[src/rtl/axistream_forwarder_pl_pkg.sv]
// Shared definitions for the pipelined AXI Stream packet forwarder:
// state encoding, CLOG2 helper and skid FIFO depth derivation.
`ifndef CLOG2
`define CLOG2(x) ($clog2(x))
`endif

package axistream_forwarder_pl_pkg;

  typedef enum logic [1:0] {
    ST_IDLE  = 2'd0,
    ST_READ  = 2'd1,
    ST_DRAIN = 2'd2,
    ST_DONE  = 2'd3
  } fwd_state_t;

  // One slot per in-flight read plus two for registered capture and head.
  function automatic int fifo_depth(input int rd_latency);
    return rd_latency + 2;
  endfunction

endpackage

[src/rtl/fwd_skid_fifo.sv]
// Small register FIFO with first-word-fall-through head and occupancy count;
// absorbs read data that is already in flight when egress stalls.
module fwd_skid_fifo
  import axistream_forwarder_pl_pkg::*;
#(
  parameter int WIDTH = 73,
  parameter int DEPTH = 4
) (
  input  logic                          clk,
  input  logic                          rst,
  input  logic                          i_push,
  input  logic [WIDTH-1:0]              i_din,
  input  logic                          i_pop,
  output logic [WIDTH-1:0]              o_dout,
  output logic                          o_empty,
  output logic [`CLOG2(DEPTH + 1)-1:0]  o_count
);

  localparam int PTR_W = (DEPTH > 1) ? `CLOG2(DEPTH) : 1;
  localparam int CNT_W = `CLOG2(DEPTH + 1);

  logic [WIDTH-1:0] r_mem [DEPTH];
  logic [PTR_W-1:0] r_wr_ptr;
  logic [PTR_W-1:0] r_rd_ptr;
  logic [CNT_W-1:0] r_count;
  logic             w_full;
  logic             w_do_push;
  logic             w_do_pop;

  function automatic logic [PTR_W-1:0] ptr_inc(input logic [PTR_W-1:0] p);
    return (p == PTR_W'(DEPTH - 1)) ? '0 : p + PTR_W'(1);
  endfunction

  assign w_full  = (r_count == CNT_W'(DEPTH));
  assign o_empty = (r_count == '0);
  assign o_count = r_count;

  // Push and pop together are accepted even when full or empty (empty case passes through).
  assign w_do_pop  = i_pop && (!o_empty || i_push);
  assign w_do_push = i_push && (!w_full || i_pop);
  assign o_dout    = o_empty ? i_din : r_mem[r_rd_ptr];

  always_ff @(posedge clk) begin
    if (w_do_push) begin
      r_mem[r_wr_ptr] <= i_din;
    end
  end

  always_ff @(posedge clk or posedge rst) begin
    if (rst) begin
      r_wr_ptr <= '0;
      r_rd_ptr <= '0;
      r_count  <= '0;
    end else begin
      if (w_do_push) begin
        r_wr_ptr <= ptr_inc(r_wr_ptr);
      end
      if (w_do_pop) begin
        r_rd_ptr <= ptr_inc(r_rd_ptr);
      end
      case ({w_do_push, w_do_pop})
        2'b10:   r_count <= r_count + CNT_W'(1);
        2'b01:   r_count <= r_count - CNT_W'(1);
        default: r_count <= r_count;
      endcase
    end
  end

endmodule

[src/rtl/axistream_forwarder_pl.sv]
// Streams accepted packets from packet memory to AXI Stream egress with a
// credit-limited read pipeline, exact TKEEP/TLAST and optional snap-length.
module axistream_forwarder_pl
  import axistream_forwarder_pl_pkg::*;
#(
  parameter int SN_FWD_DATA_WIDTH = 64,
  parameter int SN_FWD_ADDR_WIDTH = 8,
  parameter int PLEN_WIDTH        = 32,
  parameter int RD_LATENCY        = 2,
  parameter int SNAPLEN           = 0
) (
  input  logic                           clk,
  input  logic                           rst,
  output logic [SN_FWD_DATA_WIDTH-1:0]   fwd_TDATA,
  output logic [SN_FWD_DATA_WIDTH/8-1:0] fwd_TKEEP,
  output logic                           fwd_TLAST,
  output logic                           fwd_TVALID,
  input  logic                           fwd_TREADY,
  output logic [SN_FWD_ADDR_WIDTH-1:0]   fwd_addr,
  output logic                           fwd_rd_en,
  input  logic [SN_FWD_DATA_WIDTH-1:0]   fwd_rd_data,
  input  logic                           fwd_rd_data_vld,
  input  logic [PLEN_WIDTH-1:0]          fwd_byte_len,
  input  logic                           rdy_for_fwd,
  output logic                           rdy_for_fwd_ack,
  output logic                           fwd_done,
  output logic [15:0]                    trunc_count
);

  localparam int BYTES      = SN_FWD_DATA_WIDTH / 8;
  localparam int BYTES_LOG2 = `CLOG2(BYTES);
  localparam int REM_W      = (BYTES_LOG2 > 0) ? BYTES_LOG2 : 1;
  localparam int FIFO_DEPTH = fifo_depth(RD_LATENCY);
  localparam int CNT_W      = `CLOG2(FIFO_DEPTH + 1);
  localparam int FIFO_W     = SN_FWD_DATA_WIDTH + BYTES + 1;

  localparam logic [PLEN_WIDTH-1:0] SNAP_LEN  = PLEN_WIDTH'(SNAPLEN);
  localparam logic [PLEN_WIDTH-1:0] PLEN_ONE  = PLEN_WIDTH'(1);
  localparam logic [CNT_W:0]        DEPTH_C   = (CNT_W + 1)'(FIFO_DEPTH);

  fwd_state_t                   r_state;
  fwd_state_t                   w_state_next;
  logic [PLEN_WIDTH-1:0]        r_issued;
  logic [PLEN_WIDTH-1:0]        r_recvd;
  logic [PLEN_WIDTH-1:0]        r_nwords;
  logic [REM_W-1:0]             r_rem;
  logic [CNT_W-1:0]             r_outstanding;
  logic [15:0]                  r_trunc_count;

  logic                         w_truncate;
  logic [PLEN_WIDTH-1:0]        w_len_sel;
  logic [REM_W-1:0]             w_rem_in;
  logic [PLEN_WIDTH-1:0]        w_nwords;
  logic                         w_accept;
  logic                         w_rd_en;
  logic                         w_done;
  logic                         w_credit_ok;
  logic                         w_push;
  logic                         w_pop;
  logic                         w_push_last;
  logic [BYTES-1:0]             w_keep_last;
  logic [BYTES-1:0]             w_keep;
  logic                         w_fifo_empty;
  logic [CNT_W-1:0]             w_fifo_count;
  logic [FIFO_W-1:0]            w_head;
  logic [SN_FWD_DATA_WIDTH-1:0] w_head_data;
  logic [BYTES-1:0]             w_head_keep;
  logic                         w_head_last;
  logic                         w_tlast_done;

  assign w_truncate = (SNAPLEN != 0) && (fwd_byte_len > SNAP_LEN);
  assign w_len_sel  = w_truncate ? SNAP_LEN : fwd_byte_len;

  generate
    if (BYTES_LOG2 == 0) begin : g_rem_none
      assign w_rem_in = '0;
    end else begin : g_rem
      assign w_rem_in = w_len_sel[BYTES_LOG2-1:0];
    end
  endgenerate

  // Shift plus a round-up bit cannot overflow PLEN_WIDTH, unlike len+BYTES-1.
  assign w_nwords = (w_len_sel >> BYTES_LOG2) + PLEN_WIDTH'(w_rem_in != '0);

  generate
    for (genvar gi = 0; gi < BYTES; gi++) begin : g_keep
      assign w_keep_last[gi] = (r_rem == '0) || (REM_W'(gi) < r_rem);
    end
  endgenerate

  assign w_push      = fwd_rd_data_vld && (r_outstanding != '0);
  assign w_push_last = (r_recvd == r_nwords - PLEN_ONE);
  assign w_keep      = w_push_last ? w_keep_last : '1;
  assign w_credit_ok = ({1'b0, w_fifo_count} + {1'b0, r_outstanding}) < DEPTH_C;

  fwd_skid_fifo #(
    .WIDTH (FIFO_W),
    .DEPTH (FIFO_DEPTH)
  ) u_skid_fifo (
    .clk     (clk),
    .rst     (rst),
    .i_push  (w_push),
    .i_din   ({w_push_last, w_keep, fwd_rd_data}),
    .i_pop   (w_pop),
    .o_dout  (w_head),
    .o_empty (w_fifo_empty),
    .o_count (w_fifo_count)
  );

  assign w_head_data  = w_head[SN_FWD_DATA_WIDTH-1:0];
  assign w_head_keep  = w_head[SN_FWD_DATA_WIDTH +: BYTES];
  assign w_head_last  = w_head[FIFO_W-1];
  assign w_pop        = fwd_TVALID && fwd_TREADY;
  assign w_tlast_done = w_pop && w_head_last && (r_outstanding == '0)
                        && (w_fifo_count == CNT_W'(1));

  always_ff @(posedge clk or posedge rst) begin
    if (rst) begin
      r_state <= ST_IDLE;
    end else begin
      r_state <= w_state_next;
    end
  end

  always_comb begin
    w_state_next = r_state;
    w_accept     = 1'b0;
    w_rd_en      = 1'b0;
    w_done       = 1'b0;
    case (r_state)
      ST_IDLE: begin
        if (rdy_for_fwd) begin
          w_accept     = 1'b1;
          w_state_next = (w_len_sel == '0) ? ST_DONE : ST_READ;
        end
      end
      ST_READ: begin
        w_rd_en = (r_issued < r_nwords) && w_credit_ok;
        if (w_rd_en && (r_issued == r_nwords - PLEN_ONE)) begin
          w_state_next = ST_DRAIN;
        end
      end
      ST_DRAIN: begin
        if (w_tlast_done) begin
          w_state_next = ST_DONE;
        end
      end
      ST_DONE: begin
        w_done       = 1'b1;
        w_state_next = ST_IDLE;
      end
      default: w_state_next = ST_IDLE;
    endcase
  end

  always_ff @(posedge clk or posedge rst) begin
    if (rst) begin
      r_issued      <= '0;
      r_recvd       <= '0;
      r_nwords      <= '0;
      r_rem         <= '0;
      r_outstanding <= '0;
      r_trunc_count <= '0;
    end else begin
      if (w_accept) begin
        r_issued <= '0;
        r_recvd  <= '0;
        r_nwords <= w_nwords;
        r_rem    <= w_rem_in;
        if (w_truncate && (r_trunc_count != 16'hFFFF)) begin
          r_trunc_count <= r_trunc_count + 16'd1;
        end
      end else begin
        if (w_rd_en) begin
          r_issued <= r_issued + PLEN_ONE;
        end
        if (w_push) begin
          r_recvd <= r_recvd + PLEN_ONE;
        end
      end
      case ({w_rd_en, w_push})
        2'b10:   r_outstanding <= r_outstanding + CNT_W'(1);
        2'b01:   r_outstanding <= r_outstanding - CNT_W'(1);
        default: r_outstanding <= r_outstanding;
      endcase
    end
  end

  // Head payload is gated so idle outputs read as zero regardless of FIFO contents.
  assign fwd_TVALID      = !w_fifo_empty;
  assign fwd_TDATA       = fwd_TVALID ? w_head_data : '0;
  assign fwd_TKEEP       = fwd_TVALID ? w_head_keep : '0;
  assign fwd_TLAST       = fwd_TVALID && w_head_last;
  assign fwd_addr        = r_issued[SN_FWD_ADDR_WIDTH-1:0];
  assign fwd_rd_en       = w_rd_en;
  assign rdy_for_fwd_ack = w_accept;
  assign fwd_done        = w_done;
  assign trunc_count     = r_trunc_count;

endmodule

[config.mk]
export PLATFORM = sky130hd
export DESIGN_NAME = axistream_forwarder_pl
export DESIGN_NICKNAME = d
export VERILOG_FILES = /design/src/rtl/axistream_forwarder_pl_pkg.sv /design/src/rtl/fwd_skid_fifo.sv /design/src/rtl/axistream_forwarder_pl.sv
export SDC_FILE = /design/constraint.sdc
export NUM_CORES = 1
export LEC_CHECK = 0
export ABC_CLOCK_PERIOD_IN_PS = 4300
export BUFFER_PORTS_ARGS = -buffer_cell sky130_fd_sc_hd__buf_2
export CORE_MARGIN = 2
export CORE_UTILIZATION = 29
export DETAILED_ROUTE_END_ITERATION = 16
export PLACE_DENSITY = 0.56
export REMOVE_ABC_BUFFERS = 1
export SLEW_MARGIN = 5
export SYNTH_ARGS = -nofsm -noshare
export SYNTH_HDL_FRONTEND = slang
export SYNTH_SLANG_ARGS = --single-unit
[constraint.sdc]
create_clock -name clk -period 4.3 [get_ports clk]
set_input_delay 0.215 -clock clk [delete_from_list [all_inputs] [get_ports clk]]
set_output_delay 0.215 -clock clk [all_outputs]
set_load 0.02 [all_outputs]
==> out/summary.md <==
- Rows: 95
- beginning of the worst register-to-register path: r_nwords[0]
- library cell contributing the largest single delay on the critical path: sky130_fd_sc_hd__or4b_1
- proportion of synthesized flip-flops having asynchronous set or reset: 27.2%
- sequential element share of the synthesized area: 58.6%
- post-synthesis cell type count: 72
- unrepaired setup endpoints after global routing: no
- Crit path largest cell delay: 0.60 ns
- register-to-register setup slack: 0.48 ns
- area of the multi-input gates: 7500 sq um
- element type at the critical path start: flip-flop
- final WL: 51.3 mm
- total DRC errors in the routed layout: 0
- post-route standard cell area excluding fillers: 23900 sq um
- critical path capture point type: flip-flop
- count of warnings emitted by yosys: 0
- clock-pin transition on the worst setup and hold timing paths: 0.06 ns
- total CTS buffers: 45
- most common cell after layout, fill and taps aside: sky130_fd_sc_hd__edfxtp_1
- wire length of the first global-routing pass: 79.5 mm
- post-synthesis cell type with the largest combined area: sky130_fd_sc_hd__edfxtp_1
- number of port buffers: 185
- Initial DRC Count: 866
- cts-stage hold buffer count: 84
- critical setup path kind: reg2reg
- Via density: 4.80
- largest net degree at the start of global routing: 69
- cell chain of the critical path: inv_1, ha_1, or4b_1, nor4_1, buf_4, and3_1, xnor3_1, o21ai_0, nor4_1, nor4bb_2, buf_4, nand4b_1
- initial core utilization: 29.2%
- Worst Path Max Fanout: 11
- Worst Max-Slew Pin Slew: 0.930 ns
- Layout fillers: 6563
- post-synthesis cell count: 1479
- count of final hold-check violations: 0
- Area growth, synth to finish: 21.7%
- final count of pins violating max slew: 0
- total congestion overflow after global routing: 0
- FF+latch area: 11500 sq um
- Boundary Pins: 202
- GR Util All Layers: 14.6%
- floorplan die width: 264 um
- gp weighted congestion: 0.888
- Final Util: 35.6%
- number of failing setup endpoints in the final timing report: 0
- FF-to-FF End: u_skid_fifo.r_mem[0][65]
- number of cells on the worst reg-to-reg path: 12
- number of buffers inserted to repair setup after CTS: 0
- Die H: 264 um
- number of antenna violations at the first check in global routing: 3
- most utilized layer in the global route result: met2
- share of post-route cells with drive strength above 1: 21.4%
- maximum buffer depth of the clock tree: 3
- post-detailed-route wirelength per cell: 19.3 um
- global routing usage on met2: 24.3%
- Max transition margin: 38.0%
- post-detailed-placement cell area: 21600 sq um
- Clock Sinks: 401
- remaining antenna violation count: 0
- Avg Synthesized Cell Area: 13.3 sq um
- leading cell types in the layout, fill and taps excluded: 292 x sky130_fd_sc_hd__edfxtp_1, 185 x sky130_fd_sc_hd__buf_2, 107 x sky130_fd_sc_hd__dfrtp_1, 95 x sky130_fd_sc_hd__nand2_1, 93 x sky130_fd_sc_hd__nor2_1
- number of max-cap violations: 0
- total via count in the routed design: 12800
- static leakage: 8.66 nW
- met3 demand-to-capacity share in global routing: 2.82%
- dominant cells by area after synthesis: sky130_fd_sc_hd__edfxtp_1 45%, sky130_fd_sc_hd__dfrtp_1 14%, sky130_fd_sc_hd__mux4_2 8.4%
- final period demand of the worst path: 3.82 ns
- number of flip-flops and latches in the synthesized netlist: 401
- total number of nets in the final design: 1908
- proportion of netlist area held by the largest area contributor: 44.7%
- clock tree from TritonCTS: done
- sink of the worst hold path: r_nwords[5]
- router iterations before antenna repair: 6
- share of the clock period used by the worst path after layout: 88.9%
- sum of net half-perimeters after detailed placement: 35.5 mm
- number of stages on the worst hold path: 3
- status: complete, no violations
- worst IR drop on VDD: 0.265 mV
- critical path data required time: 4.58 ns
- power density relative to cell area: 527 nW/um^2
- Synth Flop Type: sky130_fd_sc_hd__edfxtp_1
- Hold Path Class: in2reg
- full die area: 69700 sq um
- number of enable flip-flop cells after synthesis: 292
- post-cts repair resize count: 0
- peak clock frequency supported by timing: 262 MHz
- skew final: 0.0204 ns
- root buf cell: sky130_fd_sc_hd__clkbuf_16
- H-Tree Level Count: 2
- CP top delay family: simple AND/OR/NAND/NOR gates
- number of buffers and inverters on the critical path: 3
- number of global-route vias before repair: 13300
- area of the mapped netlist: 19600 sq um
- met1 Resource Use GR: 19.9%
- placeable core region: 67000 sq um
- worst hold path startpoint: fwd_byte_len[8]
- insertion delay of the later-clocked pin in the worst-skew pair: 0.59 ns
- data arrival time of the critical path: 4.10 ns
## registers in the layout, summed over array words and instances, names as in the netlist
name / count
r_issued: 32
r_nwords: 30
r_outstanding: 3
r_recvd: 32
r_rem: 3
r_state: 2
u_skid_fifo.o_count: 3
u_skid_fifo.r_mem: 292
u_skid_fifo.r_rd_ptr: 2
u_skid_fifo.r_wr_ptr: 2
## through the flow
| step | instances | total power [W] | hold WS, ns | TNS, ns | worst slack, ns |
|---|---|---|---|---|---|
| global route | 2661 | 0.0132 | 0.0333 | 0 | 0.145 |
| detailed placement | 2495 | 0.00898 | 0.432 | 0 | 0.467 |
| finish | 2661 | 0.0126 | 0.0387 | 0 | 0.478 |
| floorplan | 1401 | 0.00770 | 0.314 | -1.11 | -0.649 |
| global placement | 2495 | 0.00893 | 0.426 | 0 | 0.440 |
| CTS | 2660 | 0.0128 | 0.00120 | 0 | 0.449 |
## Yosys cell counts (all sizes together), types with 4 or more instances
master	instances
mux2i	8
or4	12
buf	44
ha	53
a21oi	21
a31oi	4
clkbuf	52
nor4	28
nand4	34
o21a	5
nor2b	5
nor3	26
xnor3	8
nor3b	5
nand3	57
xnor2	72
and4	16
and2	84
a21o	4
o21ai	53
and3	19
mux4	73
xor2	80
or3	14
nand2	95
nor2	93
inv	61
dfrtp	109
edfxtp	292
## worst reg2reg max path, stage by stage, from the launching register on
cell and delay [ns]:
sky130_fd_sc_hd__dfrtp_1 0.43, sky130_fd_sc_hd__inv_1 0.10, sky130_fd_sc_hd__ha_1 0.21, sky130_fd_sc_hd__or4b_1 0.60, sky130_fd_sc_hd__nor4_1 0.33, sky130_fd_sc_hd__buf_4 0.20, sky130_fd_sc_hd__and3_1 0.25, sky130_fd_sc_hd__xnor3_1 0.20
sky130_fd_sc_hd__o21ai_0 0.14, sky130_fd_sc_hd__nor4_1 0.34, sky130_fd_sc_hd__nor4bb_2 0.31, sky130_fd_sc_hd__buf_4 0.24, sky130_fd_sc_hd__nand4b_1 0.19
## kinds of logic after synthesis
group | synth area share [%]
simple gates | 13.7
flops | 58.6
xor+xnor | 7.71
mux | 8.97
buf+inv | 3.59
fa+ha+maj | 3.49
other cells | 0.0383
compound gates | 3.88
## layout make-up
type | count | area share (%)
Sequential cell | 401 | 48.2
Multi-Input combinational cell | 939 | 31.4
Timing Repair Buffer | 305 | 8.75
Clock buffer | 57 | 5.17
Tap cell | 873 | 4.58
Inverter | 61 | 0.970
Clock inverter | 24 | 0.855
Antenna cell | 1 | 0.0105
## where the power goes
part	switching, W	internal (W)
Combinational	0.00222	0.00158
Clock	0.00160	0.00211
Sequential	0.000265	0.00480
## metal layers
layer  wire, um  share of wire [%]
met4        871                1.7
met3       2940                5.7
met5         25              0.049
met2      24000                 47
met1      23500                 46
## worst max-delay path by stage
stage | start | to | slack, ns | cells past startpoint
3_3_place_gp | r_nwords[0] | u_skid_fifo.r_mem[0][65] | 0.44 | 12
3_5_place_dp | r_nwords[0] | u_skid_fifo.r_mem[2][65] | 0.47 | 12
2_1_floorplan | u_skid_fifo.r_rd_ptr[0] | r_state[1] | -0.65 | 8
6_report | r_nwords[0] | u_skid_fifo.r_mem[0][65] | 0.48 | 12
5_1_grt | r_nwords[0] | u_skid_fifo.r_mem[0][65] | 0.14 | 12
4_1_cts | r_nwords[0] | u_skid_fifo.r_mem[0][65] | 0.45 | 12
(Power assumes the default switching activity.)
